$ cat src/rtl/vend_pkg.sv
// Shared types and constants for the vending sequencer: state encoding, item codes,
// coin values and the 9-bit internal credit width.
package vend_pkg;

   localparam int CREDIT_W = 9;
   localparam int TIMER_W  = 24;

   typedef logic [CREDIT_W-1:0] credit_t;

   typedef enum logic [1:0] {
      ST_IDLE     = 2'd0,
      ST_CREDIT   = 2'd1,
      ST_DISPENSE = 2'd2,
      ST_CHANGE   = 2'd3
   } state_t;

   typedef enum logic [1:0] {
      ITEM_GUM     = 2'd0,
      ITEM_CANDY   = 2'd1,
      ITEM_COOKIES = 2'd2,
      ITEM_CHIPS   = 2'd3
   } item_t;

   localparam credit_t VAL_DOLLAR  = 9'd100;
   localparam credit_t VAL_QUARTER = 9'd25;
   localparam credit_t VAL_DIME    = 9'd10;
   localparam credit_t VAL_NICKEL  = 9'd5;

   // Value of a coin given the one-hot {dollar,quarter,dime,nickel} code; 0 if not one-hot.
   function automatic credit_t coin_value(input logic [3:0] sel);
      case (sel)
         4'b1000: return VAL_DOLLAR;
         4'b0100: return VAL_QUARTER;
         4'b0010: return VAL_DIME;
         4'b0001: return VAL_NICKEL;
         default: return credit_t'(0);
      endcase
   endfunction

   // Total value ejected by the change unit in one cycle (pulses may coincide).
   function automatic credit_t ret_total(input logic q, input logic d, input logic n);
      return (q ? VAL_QUARTER : credit_t'(0)) +
             (d ? VAL_DIME    : credit_t'(0)) +
             (n ? VAL_NICKEL  : credit_t'(0));
   endfunction

endpackage

$ cat src/rtl/vend_timer.sv
// Inactivity counter for the credit-hold state; only built when VEND_TIMEOUT_EN is defined.
// Held at 0 while disabled, reloaded to 0 on load, o_expire once TIMEOUT_CYC quiet cycles elapse.
`ifdef VEND_TIMEOUT_EN
module vend_timer
   import vend_pkg::*;
#(
   parameter logic [TIMER_W-1:0] TIMEOUT_CYC = 24'd10_000_000
) (
   input  logic clk,
   input  logic rst,
   input  logic i_en,
   input  logic i_load,
   output logic o_expire
);

   localparam logic [TIMER_W-1:0] LAST = TIMEOUT_CYC - 1'b1;

   logic [TIMER_W-1:0] r_count;

   always_ff @(posedge clk or negedge rst) begin
      if (!rst) begin
         r_count <= '0;
      end else if (!i_en || i_load) begin
         r_count <= '0;
      end else if (r_count != LAST) begin
         r_count <= r_count + 1'b1;
      end
   end

   assign o_expire = i_en && (r_count == LAST);

endmodule
`endif

$ cat src/rtl/vend_sequencer.sv
// Vending controller: owns the credit register and arbitrates coin, selection and change.
// Optional inactivity refund is enabled by defining VEND_TIMEOUT_EN.
module vend_sequencer
   import vend_pkg::*;
#(
   parameter int PRICE_GUM     = 50,
   parameter int PRICE_CANDY   = 75,
   parameter int PRICE_COOKIES = 100,
   parameter int PRICE_CHIPS   = 125,
   parameter int MAX_CREDIT    = 200,
   parameter logic [TIMER_W-1:0] TIMEOUT_CYC = 24'd10_000_000
) (
   input  logic       clk,
   input  logic       rst,
   input  logic       coin_req,
   input  logic [3:0] coin_sel,
   input  logic       sel_req,
   input  logic [1:0] sel_item,
   input  logic       cancel,
   input  logic       disp_ack,
   input  logic       ret_q,
   input  logic       ret_d,
   input  logic       ret_n,
   input  logic       change_done,
   output logic [7:0] credit,
   output logic       coin_reject,
   output logic       sel_nack,
   output logic [3:0] dispense,
   output logic       change_start,
   output logic       busy
);

   localparam credit_t MAX_CREDIT_C = credit_t'(MAX_CREDIT);

   state_t     r_state;
   credit_t    r_credit;
   logic       r_coin_reject;
   logic       r_sel_nack;
   logic [3:0] r_dispense;
   logic       r_change_start;
   logic       r_busy;
   logic       r_err;

   credit_t w_coin_val;
   credit_t w_price;
   credit_t w_ret_sum;
   credit_t w_credit_after_ret;
   logic    w_coin_fits;
   logic    w_price_ok;
   logic    w_cancel_eff;
   logic    w_ret_over;
   logic    w_timeout;

   // The 9-bit sum cannot wrap (255 + 100 < 512), so the ceiling compare is exact.
   assign w_coin_val  = coin_value(coin_sel);
   assign w_coin_fits = $onehot(coin_sel) && ((r_credit + w_coin_val) <= MAX_CREDIT_C);

   // NOTE: give every always_comb output a default first, so no path infers a latch.
   always_comb begin
      w_price = credit_t'(PRICE_GUM);
      case (item_t'(sel_item))
         ITEM_CANDY:   w_price = credit_t'(PRICE_CANDY);
         ITEM_COOKIES: w_price = credit_t'(PRICE_COOKIES);
         ITEM_CHIPS:   w_price = credit_t'(PRICE_CHIPS);
         default:      w_price = credit_t'(PRICE_GUM);
      endcase
   end

   assign w_price_ok   = (r_credit >= w_price);
   assign w_cancel_eff = cancel && (r_state == ST_CREDIT);

   assign w_ret_sum          = ret_total(ret_q, ret_d, ret_n);
   assign w_ret_over         = (w_ret_sum > r_credit);
   assign w_credit_after_ret = w_ret_over ? credit_t'(0) : (r_credit - w_ret_sum);

`ifdef VEND_TIMEOUT_EN
   logic w_expire;

   vend_timer #(
      .TIMEOUT_CYC (TIMEOUT_CYC)
   ) u_timer (
      .clk      (clk),
      .rst      (rst),
      .i_en     (r_state == ST_CREDIT),
      .i_load   (coin_req || sel_req || cancel),
      .o_expire (w_expire)
   );

   assign w_timeout = (r_state == ST_CREDIT) && w_expire && !(coin_req || sel_req || cancel);
`else
   assign w_timeout = 1'b0;
`endif

   // NOTE: sequential state uses non-blocking assignments so every register sees pre-edge values.
   always_ff @(posedge clk or negedge rst) begin
      if (!rst) begin
         r_state        <= ST_IDLE;
         r_credit       <= '0;
         r_coin_reject  <= 1'b0;
         r_sel_nack     <= 1'b0;
         r_dispense     <= '0;
         r_change_start <= 1'b0;
         r_busy         <= 1'b0;
         r_err          <= 1'b0;
      end else begin
         r_coin_reject <= 1'b0;
         r_sel_nack    <= 1'b0;
         case (r_state)
            ST_IDLE, ST_CREDIT: begin
               // Priority cancel > coin > select; a losing request is refused, not queued.
               r_coin_reject <= coin_req && (w_cancel_eff || !w_coin_fits);
               r_sel_nack    <= sel_req && (coin_req || w_cancel_eff ||
                                            (r_state == ST_IDLE) || !w_price_ok);
               if (w_cancel_eff || w_timeout) begin
                  r_state        <= ST_CHANGE;
                  r_change_start <= 1'b1;
                  r_busy         <= 1'b1;
               end else if (coin_req) begin
                  if (w_coin_fits) begin
                     r_credit <= r_credit + w_coin_val;
                     r_state  <= ST_CREDIT;
                  end
               end else if (sel_req && (r_state == ST_CREDIT) && w_price_ok) begin
                  r_credit   <= r_credit - w_price;
                  r_dispense <= 4'b0001 << sel_item;
                  r_state    <= ST_DISPENSE;
                  r_busy     <= 1'b1;
               end
            end

            ST_DISPENSE: begin
               r_coin_reject <= coin_req;
               if (disp_ack) begin
                  r_dispense <= '0;
                  if (r_credit != '0) begin
                     r_state        <= ST_CHANGE;
                     r_change_start <= 1'b1;
                  end else begin
                     r_state <= ST_IDLE;
                     r_busy  <= 1'b0;
                  end
               end
            end

            ST_CHANGE: begin
               r_coin_reject <= coin_req;
               r_credit      <= w_credit_after_ret;
               r_err         <= r_err | w_ret_over;
               // change_done while credit remains keeps change_start high as a retry.
               if (change_done && (w_credit_after_ret == '0)) begin
                  r_state        <= ST_IDLE;
                  r_change_start <= 1'b0;
                  r_busy         <= 1'b0;
               end
            end

            default: r_state <= ST_IDLE;
         endcase
      end
   end

   assign credit       = r_credit[7:0];
   assign coin_reject  = r_coin_reject;
   assign sel_nack     = r_sel_nack;
   assign dispense     = r_dispense;
   assign change_start = r_change_start;
   assign busy         = r_busy;

endmodule
$ cat config.mk
export PLATFORM = sky130hd
export DESIGN_NAME = vend_sequencer
export DESIGN_NICKNAME = d
export VERILOG_FILES = /design/src/rtl/vend_pkg.sv /design/src/rtl/vend_timer.sv /design/src/rtl/vend_sequencer.sv
export SDC_FILE = /design/constraint.sdc
export NUM_CORES = 1
export LEC_CHECK = 0
export CORE_UTILIZATION = 30
export CTS_CLUSTER_SIZE = 8
export DETAILED_ROUTE_END_ITERATION = 8
export GPL_TIMING_DRIVEN = 0
export PLACE_DENSITY = 0.46
export SLEW_MARGIN = 20
export SYNTH_ARGS = -nofsm -noshare
export SYNTH_HDL_FRONTEND = slang
export SYNTH_SLANG_ARGS = --single-unit
$ cat constraint.sdc
create_clock -name clk -period 5.11 [get_ports clk]
set_input_delay 1.022 -clock clk [delete_from_list [all_inputs] [get_ports clk]]
set_output_delay 1.022 -clock clk [all_outputs]
set_load 0.01 [all_outputs]
==> summary.md <==
| Metric | Value |
|---|---|
| Hpwl dp | `6360 µm` |
| Root Buffer | `clkbuf_8` |
| CTS sink count | `19` |
| Post-synth top flop | `dfrtp_1` |
| Worst Max-Slew Pin Slew | `0.945 ns` |
| Endpoint, Worst Hold | `dispense[2]` |
| Total wire length | `8040 µm` |
| Clock insertion delay at the later pin of the skew report | `0.27 ns` |
| Critical Path Start Type | `input pin` |
| Critical path's slowest cell | `clkdlybuf4s50_1` |
| Total CTS buffers | `3` |
| Hold Buf Count CTS | `0` |
| Seq/Total Area, Yosys | `17.2%` |
| Clk pin slew, worst setup/hold paths | `0.09 ns` |
| DR WL/cell | `16.7 µm` |
| Minimum clock period | `4.61 ns` |
| Post-synth top area share | `17.2%` |
| Min-delay src | `dispense[2]` |
| Wire length of the first global-routing pass | `12900 µm` |
| Antenna Cells | `0` |
| Die height | `97.9 µm` |
| RSZ-0062 raised after global routing | `no` |
| WP data arrival | `4.77 ns` |
| Yosys warnings | `0` |
| Row count | `34` |
| Fin cells | `483` |
| RR Startpoint | `r_credit[1]` |
| Post-Syn Instances | `341` |
| Reg2reg end | `r_credit[6]` |
| Fin. Hold Viols | `0` |
| Total GRT Usage | `17.0%` |
| Die area | `9590 µm²` |
| Peak supply drop | `169 µV` |
| Finished Core Util | `36.8%` |
| Residual DRC | `0` |
| Slew HR | `36.8%` |
| Core Region | `8810 µm²` |
| Min Hold Slack | `0.526 ns` |
| Leak Pwr | `1.38 nW` |
| Die span in x | `97.9 µm` |
| Hold Path Class | `flop to flop` |
| Final worst-path cycle share | `90.2%` |
| Buffers on Ports | `30` |
| Synthesis-stage register bit count | `19` |
| Synth area leaders | `dfrtp_1 17%, ha_1 15%, nand2_1 4.5%` |
| Worst path cell trace | `clkdlybuf4s50_1 -> inv_1 -> ha_1 -> mux2i_1 -> nor2_1 -> ha_1 -> inv_1 -> fa_1 -> nand2b_1 -> a21bo_1 -> a211oi_2 -> mux2i_1 -> o311ai_2 -> a211o_1 -> buf_4 -> a211o_1 -> o311ai_1` |
| Flop2flop setup slack | `1.61 ns` |
| Slowest Stage Delay on Critical Path | `0.43 ns` |
| Layout area overhead | `17.5%` |
| Setup TNS Final | `0 ns` |
| Initial Util | `31.3%` |
| 1st-iter DRT viols | `168` |
| Status | `finished, final reports clean` |
| Clk buf depth | `2` |
| Final Max Tran Viols | `0` |
| Max Cap Viol | `0` |
| Worst Skew | `0.00521 ns` |
| Pwr Density | `530 nW/µm²` |
| Final setup vio count | `0` |
| Number of iterations in the first detailed-routing pass | `4` |
| Nets | `429` |
| Post-synth EDFFs | `0` |
| Fmax | `217 MHz` |
| Syn_area_per_cell | `8.09 µm²` |
| Gr ovfl total | `0` |
| Crit Path Max Fanout | `9` |
| Critical path endpoint category | `flop` |
| Syn nets | `394` |
| Count of different cell masters after synthesis | `69` |
| PostCTS Resize Cnt | `0` |
| Mapped Area | `2760 µm²` |
| Vias per Instance | `5.40` |
| Most frequent cells after synthesis | `33 x ha_1, 33 x nand2_1, 26 x inv_1, 25 x nor2_1` |
| Total power | `1.72 mW` |
| Vias in the first global route | `2475` |
| Register-to-Register Path Depth | `11` |
| Largest net degree at the start of global routing | `20` |
| Dpl cells | `479` |
| CTS tree | `built` |
| Cell taking the most area after synthesis | `dfrtp_1` |
| Critical Path RT | `5.27 ns` |
| Synth async-reset ratio | `100%` |
| Hold path cells | `2` |
| WS Path Type | `input pin to flop` |
| Final ANT Viol Nets | `0` |
| Postcts setup bufs | `0` |
| Initial antenna violation count | `0` |
| Routability cong. | `0.896` |
| Htree depth | `1` |
| I/O pins | `32` |
| Via count | `2608` |
| Layout cells sized above 1 | `9.87%` |
==> how the worst max path moves through the flow <==
stage / from / endpoint / slack (ns) / cells after the start
2_1_floorplan: coin_sel[0] / r_credit[0] / 1.13 / 15
5_1_grt: coin_sel[0] / r_credit[6] / 0.26 / 17
4_1_cts: coin_sel[0] / r_credit[6] / 0.51 / 17
6_report: coin_sel[0] / r_credit[6] / 0.50 / 17
3_3_place_gp: coin_sel[0] / r_credit[6] / 0.28 / 17
3_5_place_dp: coin_sel[0] / r_credit[6] / 0.27 / 17
==> routing by layer <==
| layer | track usage [%] | wire, µm | share of wire, % | vias to the layer above |
|---|---|---|---|---|
| met1 | 24.2 | 3950 | 49 | 1238 |
| li1 | - | - | - | 1310 |
| met2 | 28.8 | 3770 | 47 | 56 |
| met3 | 0.644 | 263 | 3.3 | 4 |
| met5 | 0 | 0 | 0 | - |
| met4 | 3.26 | 56 | 0.70 | 0 |
==> placed cells by master, fill, tap and decap left out, types with 3 or more instances in the layout <==
| master | netlist | final |
|---|---|---|
| mux2i_1 | 4 | 4 |
| fa_1 | 4 | 4 |
| nand2_1 | 33 | 33 |
| buf_4 | 9 | 9 |
| nor2b_1 | 11 | 11 |
| o21ai_1 | 3 | 3 |
| nor3_1 | 13 | 13 |
| and2_1 | 3 | 3 |
| a211oi_1 | 4 | 4 |
| o21ai_0 | 19 | 19 |
| a211o_1 | 3 | 3 |
| o31ai_1 | 5 | 5 |
| clkbuf_1 | 4 | 4 |
| nand2b_1 | 8 | 8 |
| dfrtp_1 | 19 | 19 |
| a31oi_1 | 3 | 3 |
| nor2_1 | 25 | 25 |
| ha_1 | 33 | 33 |
| xnor2_1 | 4 | 4 |
| a21oi_1 | 18 | 18 |
| o21a_1 | 7 | 7 |
| o221a_1 | 3 | 3 |
| clkdlybuf4s50_1 | 0 | 30 |
| and3_1 | 6 | 6 |
| a211oi_2 | 3 | 3 |
| nand3_1 | 7 | 7 |
| xor2_1 | 6 | 6 |
| buf_6 | 3 | 3 |
| clkbuf_8 | 1 | 4 |
| o211ai_1 | 3 | 3 |
| o31a_1 | 3 | 3 |
| o221ai_1 | 3 | 3 |
| inv_1 | 26 | 26 |
| a21o_1 | 3 | 3 |
==> state kept, by name (all words and copies together), names as in the netlist <==
register,flops
r_state,2
r_credit,9
coin_reject,1
busy,1
sel_nack,1
change_start,1
dispense,4
==> critical path, delay by kind of cell <==
family,cells,cell delay (ns)
buffers and inverters,4,0.80
AO/OA/AOI/OAI,6,1.39
adder cells (fa/ha/maj),3,0.81
multiplexers,2,0.39
AND/OR/NAND/NOR,2,0.35
==> metrics by stage <==
step                      cell area [µm²]  setup WS [ns]
after global routing                 3240          0.257
final                                3240          0.499
after detailed placement             3200          0.267
after CTS                            3240          0.511
after floorplan                      2760           1.13
after global placement               3200          0.281
==> kinds of logic after synthesis <==
group | share of synthesized area (%)
DFF | 17.2
buffers and inverters | 8.70
adders and majority gates | 17.9
and+or+nand+nor | 22.0
AOI/OAI and AO/OA | 29.6
muxes | 1.45
xor gates and xnor gates | 3.17
==> where the power goes <==
group	switching (mW)	leakage [nW]	total, mW	internal, mW
logic	0.717	1.12	1.29	0.572
clock network	0.0609	0.0217	0.116	0.0552
registers	0.110	0.235	0.314	0.205
total	0.888	1.38	1.72	0.831
==> final cells by class <==
type,count,area [µm²]
Inverter,26,97.6
Timing Repair Buffer,30,300
Buffer,19,143
Fill cell,927,5560
Clock buffer,3,41.3
Sequential cell,19,475
Clock inverter,1,7.51
Multi-Input combinational cell,277,2040
Tap cell,108,135
Power figures use the tool's default switching activity.
==> RTL edit 1 (config.mk and constraints unchanged) <==
The 4 states of `state_t` get a one-hot encoding in 4 bits.
--- a/src/rtl/vend_pkg.sv
+++ b/src/rtl/vend_pkg.sv
@@ -7,11 +7,11 @@
 
    typedef logic [CREDIT_W-1:0] credit_t;
 
-   typedef enum logic [1:0] {
-      ST_IDLE     = 2'd0,
-      ST_CREDIT   = 2'd1,
-      ST_DISPENSE = 2'd2,
-      ST_CHANGE   = 2'd3
+   typedef enum logic [3:0] {
+      ST_IDLE     = 4'b0001,
+      ST_CREDIT   = 4'b0010,
+      ST_DISPENSE = 4'b0100,
+      ST_CHANGE   = 4'b1000
    } state_t;
 
    typedef enum logic [1:0] {
Behaviour: same outputs for any inputs over 4 cycles, from zero or initial values and one cycle with rst low; so few cycles prove little.
==> RTL edit 1 against the unedited design <==
Fmax up 4.4%; power up 2.8%; worst setup slack better by 0.19 ns; sequential cell count up 2; design area down 2.4%; utilization down 0.37 points; synthesized area down 3.2%; worst hold slack worse by 0.024 ns; count of clock-buffer cells in the layout unchanged; via count down 5.6%; critical path depth down 1; wire length down 11%.
==> RTL edit 1: results <==
export IMPL_numPortBuffers=31
export IMPL_use_met2_pct=28.4
export IMPL_diodes=0
export IMPL_n_fill_cell=938
export IMPL_hp_class="reg2reg"
export IMPL_clock_path_buffers=2
export IMPL_grt_pass1_wl_um=11700
export IMPL_status="complete, no violations"
export IMPL_cts_resized=0
export IMPL_dominantRegCellSynth="dfrtp_1"
export IMPL_power_leakage_nw=1.35
export IMPL_grtUsageTotal_pct=16.5
export IMPL_clockRootBuffer="clkbuf_8"
export IMPL_max_cap_violations=0
export IMPL_peakVddDrop_mv=0.294
export IMPL_synthDistinctLibCells=64
export IMPL_cts_max_level=1
export IMPL_met1_usage_pct=22.7
export IMPL_yosys_top_cells_area="dfrtp_1 19%, ha_1 15%, o21ai_0 4.3%"
export IMPL_fin_cells=462
export IMPL_dr_pass1_iters=4
export IMPL_drive_above_1_share_pct=9.60
export IMPL_syn_avg_cell_area_um2=8.38
export IMPL_dpl_hpwl_um=5660
export IMPL_ys_seq_area_share_pct=19.7
export IMPL_yosys_top_cells_count="33 x ha_1, 26 x nor2_1, 24 x nand2_1"
export IMPL_final_nets=408
export IMPL_antenna_found_initial=0
export IMPL_largest_register_ffs=9
export IMPL_top_register="r_credit"
export IMPL_slew_headroom_pct=56.8
export IMPL_fin_skew_ns=0.00151
export IMPL_grt_max_degree=22
export IMPL_place_area_um2=3120
export IMPL_post_cts_buffers=0
export IMPL_clkLatencyLatePin_ns=0.27
export IMPL_synthesis_nets=372
export IMPL_worstPathMaxFanout=8
export IMPL_cts_buffers=3
export IMPL_place_congestion=0.848
export IMPL_pre_cts_ws_ns=0.389
export IMPL_tns_ns=0
export IMPL_drt_first_iter_violations=170
export IMPL_grt_pass1_vias=2335
export IMPL_yosysWarnings=0
export IMPL_use_met3_pct=2.27
export IMPL_slew_viol_final=0
export IMPL_clkTransAtPathRegs_ns=0.09
export IMPL_via_count=2462
export IMPL_wl_per_cell_um=15.5
export IMPL_synthArstFlopShare_pct=100
RTL edit 1: changes by cell type after synthesis, sizes merged, moves of 4 or more:
cell,delta
o21ai,+4
nand2,-9
o21a,+4
a22oi,+6
inv,-7
nor3,-10
a21o,+4
RTL edit 1: logic make-up (layout without fill, tap and decap cells):
kind of cell | count (synthesis) | in the layout | synth area share (%)
fa+ha+maj | 37 | 37 | 18.4
simple gates | 104 | 104 | 20.0
mux | 4 | 4 | 2.01
compound gates | 106 | 106 | 29.4
xor+xnor | 14 | 14 | 4.59
buf+inv | 33 | 68 | 5.90
flops | 21 | 21 | 19.7
RTL edit 1: final cells by class:
type | count | area [um^2] | area share (%)
Timing Repair Buffer | 31 | 305 | 9.64
Buffer | 14 | 86.3 | 2.73
Multi-Input combinational cell | 265 | 1990 | 63.0
Inverter | 19 | 71.3 | 2.25
Clock inverter | 1 | 5.00 | 0.158
Tap cell | 108 | 135 | 4.27
Clock buffer | 3 | 41.3 | 1.30
Sequential cell | 21 | 527 | 16.6
RTL edit 1: final timing paths:
| check | from | to | slack, ns | cells after the start |
|---|---|---|---|---|
| worst max-delay path | coin_sel[0] | r_credit[8]$_DFFE_PN0P_ | 0.69 | 16 |
| worst min-delay path | busy$_DFFE_PN0P_ | busy$_DFFE_PN0P_ | 0.50 | 1 |
| worst max register to register | r_credit[1]$_DFFE_PN0P_ | r_credit[8]$_DFFE_PN0P_ | 1.88 | 10 |
| worst min register to register | busy$_DFFE_PN0P_ | busy$_DFFE_PN0P_ | 0.50 | 1 |
| max in group asynchronous | rst | r_state[0]$_DFFE_PN1P_ | 4.02 | 1 |
| min in group asynchronous | rst | dispense[1]$_DFFE_PN0P_ | 0.72 | 1 |
RTL edit 1: per-layer routing:
layer	vias to the layer above	part of all wire, %
li1	1237	-
met1	1188	49
met2	35	47
met3	2	3.2
met4	0	0.35
met5	-	0
RTL edit 1: power breakdown:
part	total [mW]	leakage (nW)	switching (mW)	internal (mW)
registers	0.363	0.242	0.118	0.245
clock network	0.119	0.0255	0.0646	0.0546
logic	1.28	1.08	0.681	0.604
total	1.77	1.35	0.864	0.904
RTL edit 1: worst max-delay path, stage by stage:
cell,delay [ns]
clkdlybuf4s50_1,0.42
inv_1,0.13
ha_1,0.21
nand2_1,0.09
a21oi_1,0.17
ha_1,0.21
inv_1,0.06
fa_1,0.40
nand2b_1,0.19
a21oi_1,0.23
nor3_1,0.08
nor3b_1,0.49
o311ai_4,0.18
a21oi_4,0.28
o21ai_1,0.11
a221o_1,0.31
==> RTL edit 2 (same flow settings) <==
Without the edit above. Set the package constant `CREDIT_W` to 13 (it was 9).
--- a/src/rtl/vend_pkg.sv
+++ b/src/rtl/vend_pkg.sv
@@ -2,7 +2,7 @@
 // coin values and the 9-bit internal credit width.
 package vend_pkg;
 
-   localparam int CREDIT_W = 9;
+   localparam int CREDIT_W = 13;
    localparam int TIMER_W  = 24;
 
    typedef logic [CREDIT_W-1:0] credit_t;
Function: no difference found for any inputs over 4 cycles, from zero or initial values and one cycle with rst low; that may be too few to reach the edited logic, so the function may still have changed.
==> RTL edit 2 against the unedited design <==
Global-route usage increased by 0.27 points; count of clock-buffer cells in the layout unchanged; critical endpoint is now r_credit[4]$_DFFE_PN0P_; worst setup slack got worse by 0.24 ns; sequential cell count increased by 4; synthesized area increased by 12%; power increased by 22%; wire length increased by 14%; critical path depth decreased by 1; design area increased by 11%.
==> RTL edit 2: results <==
export IMPL_syn_avg_cell_area_um2=8.28
export IMPL_p_clk_uw=121
export IMPL_use_met3_pct=1.95
export IMPL_yosys_register_bits=23
export IMPL_synth_xor_area_share_pct=7.36
export IMPL_fin_cells=541
export IMPL_tightest_slew_ns=0.835
export IMPL_p_seq_share_pct=16.9
export IMPL_final_nets=463
export IMPL_inv_count=28
export IMPL_nMultiInputCombCells=302
export IMPL_n_fill_cell=1052
export IMPL_synth_adder_area_share_pct=16.3
export IMPL_synth_compound_area_share_pct=29.0
export IMPL_peakVddDrop_mv=0.198
export IMPL_grt_max_degree=24
export IMPL_cp_arrival_ns=5.02
export IMPL_dr_wl_met2_um=4160
export IMPL_multi_input_area_share_pct=63.8
export IMPL_drt_first_iter_violations=164
export IMPL_status="complete, no violations"
export IMPL_wirelength_um=9170
export IMPL_synthDistinctLibCells=66
export IMPL_cell_internal_pwr_mw=1.02
export IMPL_synthesis_nets=428
export IMPL_core_area_um2=9910
[RTL edit 2: final timing paths]
path	from	end	slack [ns]
setup / recovery	coin_sel[0]	r_credit[4]$_DFFE_PN0P_	0.26
hold / removal	dispense[2]$_DFFE_PN0P_	dispense[2]$_DFFE_PN0P_	0.50
setup reg to reg	r_credit[1]$_DFFE_PN0P_	r_credit[4]$_DFFE_PN0P_	1.45
hold reg to reg	dispense[2]$_DFFE_PN0P_	dispense[2]$_DFFE_PN0P_	0.50
max in group asynchronous	rst	r_credit[7]$_DFFE_PN0P_	4.00
min in group asynchronous	rst	r_credit[12]$_DFFE_PN0P_	0.73
[RTL edit 2: cells by family (layout without fill, tap and decap cells)]
family / count (synthesis) / after routing
AOI/OAI and AO/OA: 119 / 119
xor gates and xnor gates: 26 / 26
adders and majority gates: 38 / 38
buffers and inverters: 49 / 83
DFF: 23 / 23
muxes: 8 / 8
and+or+nand+nor: 111 / 111
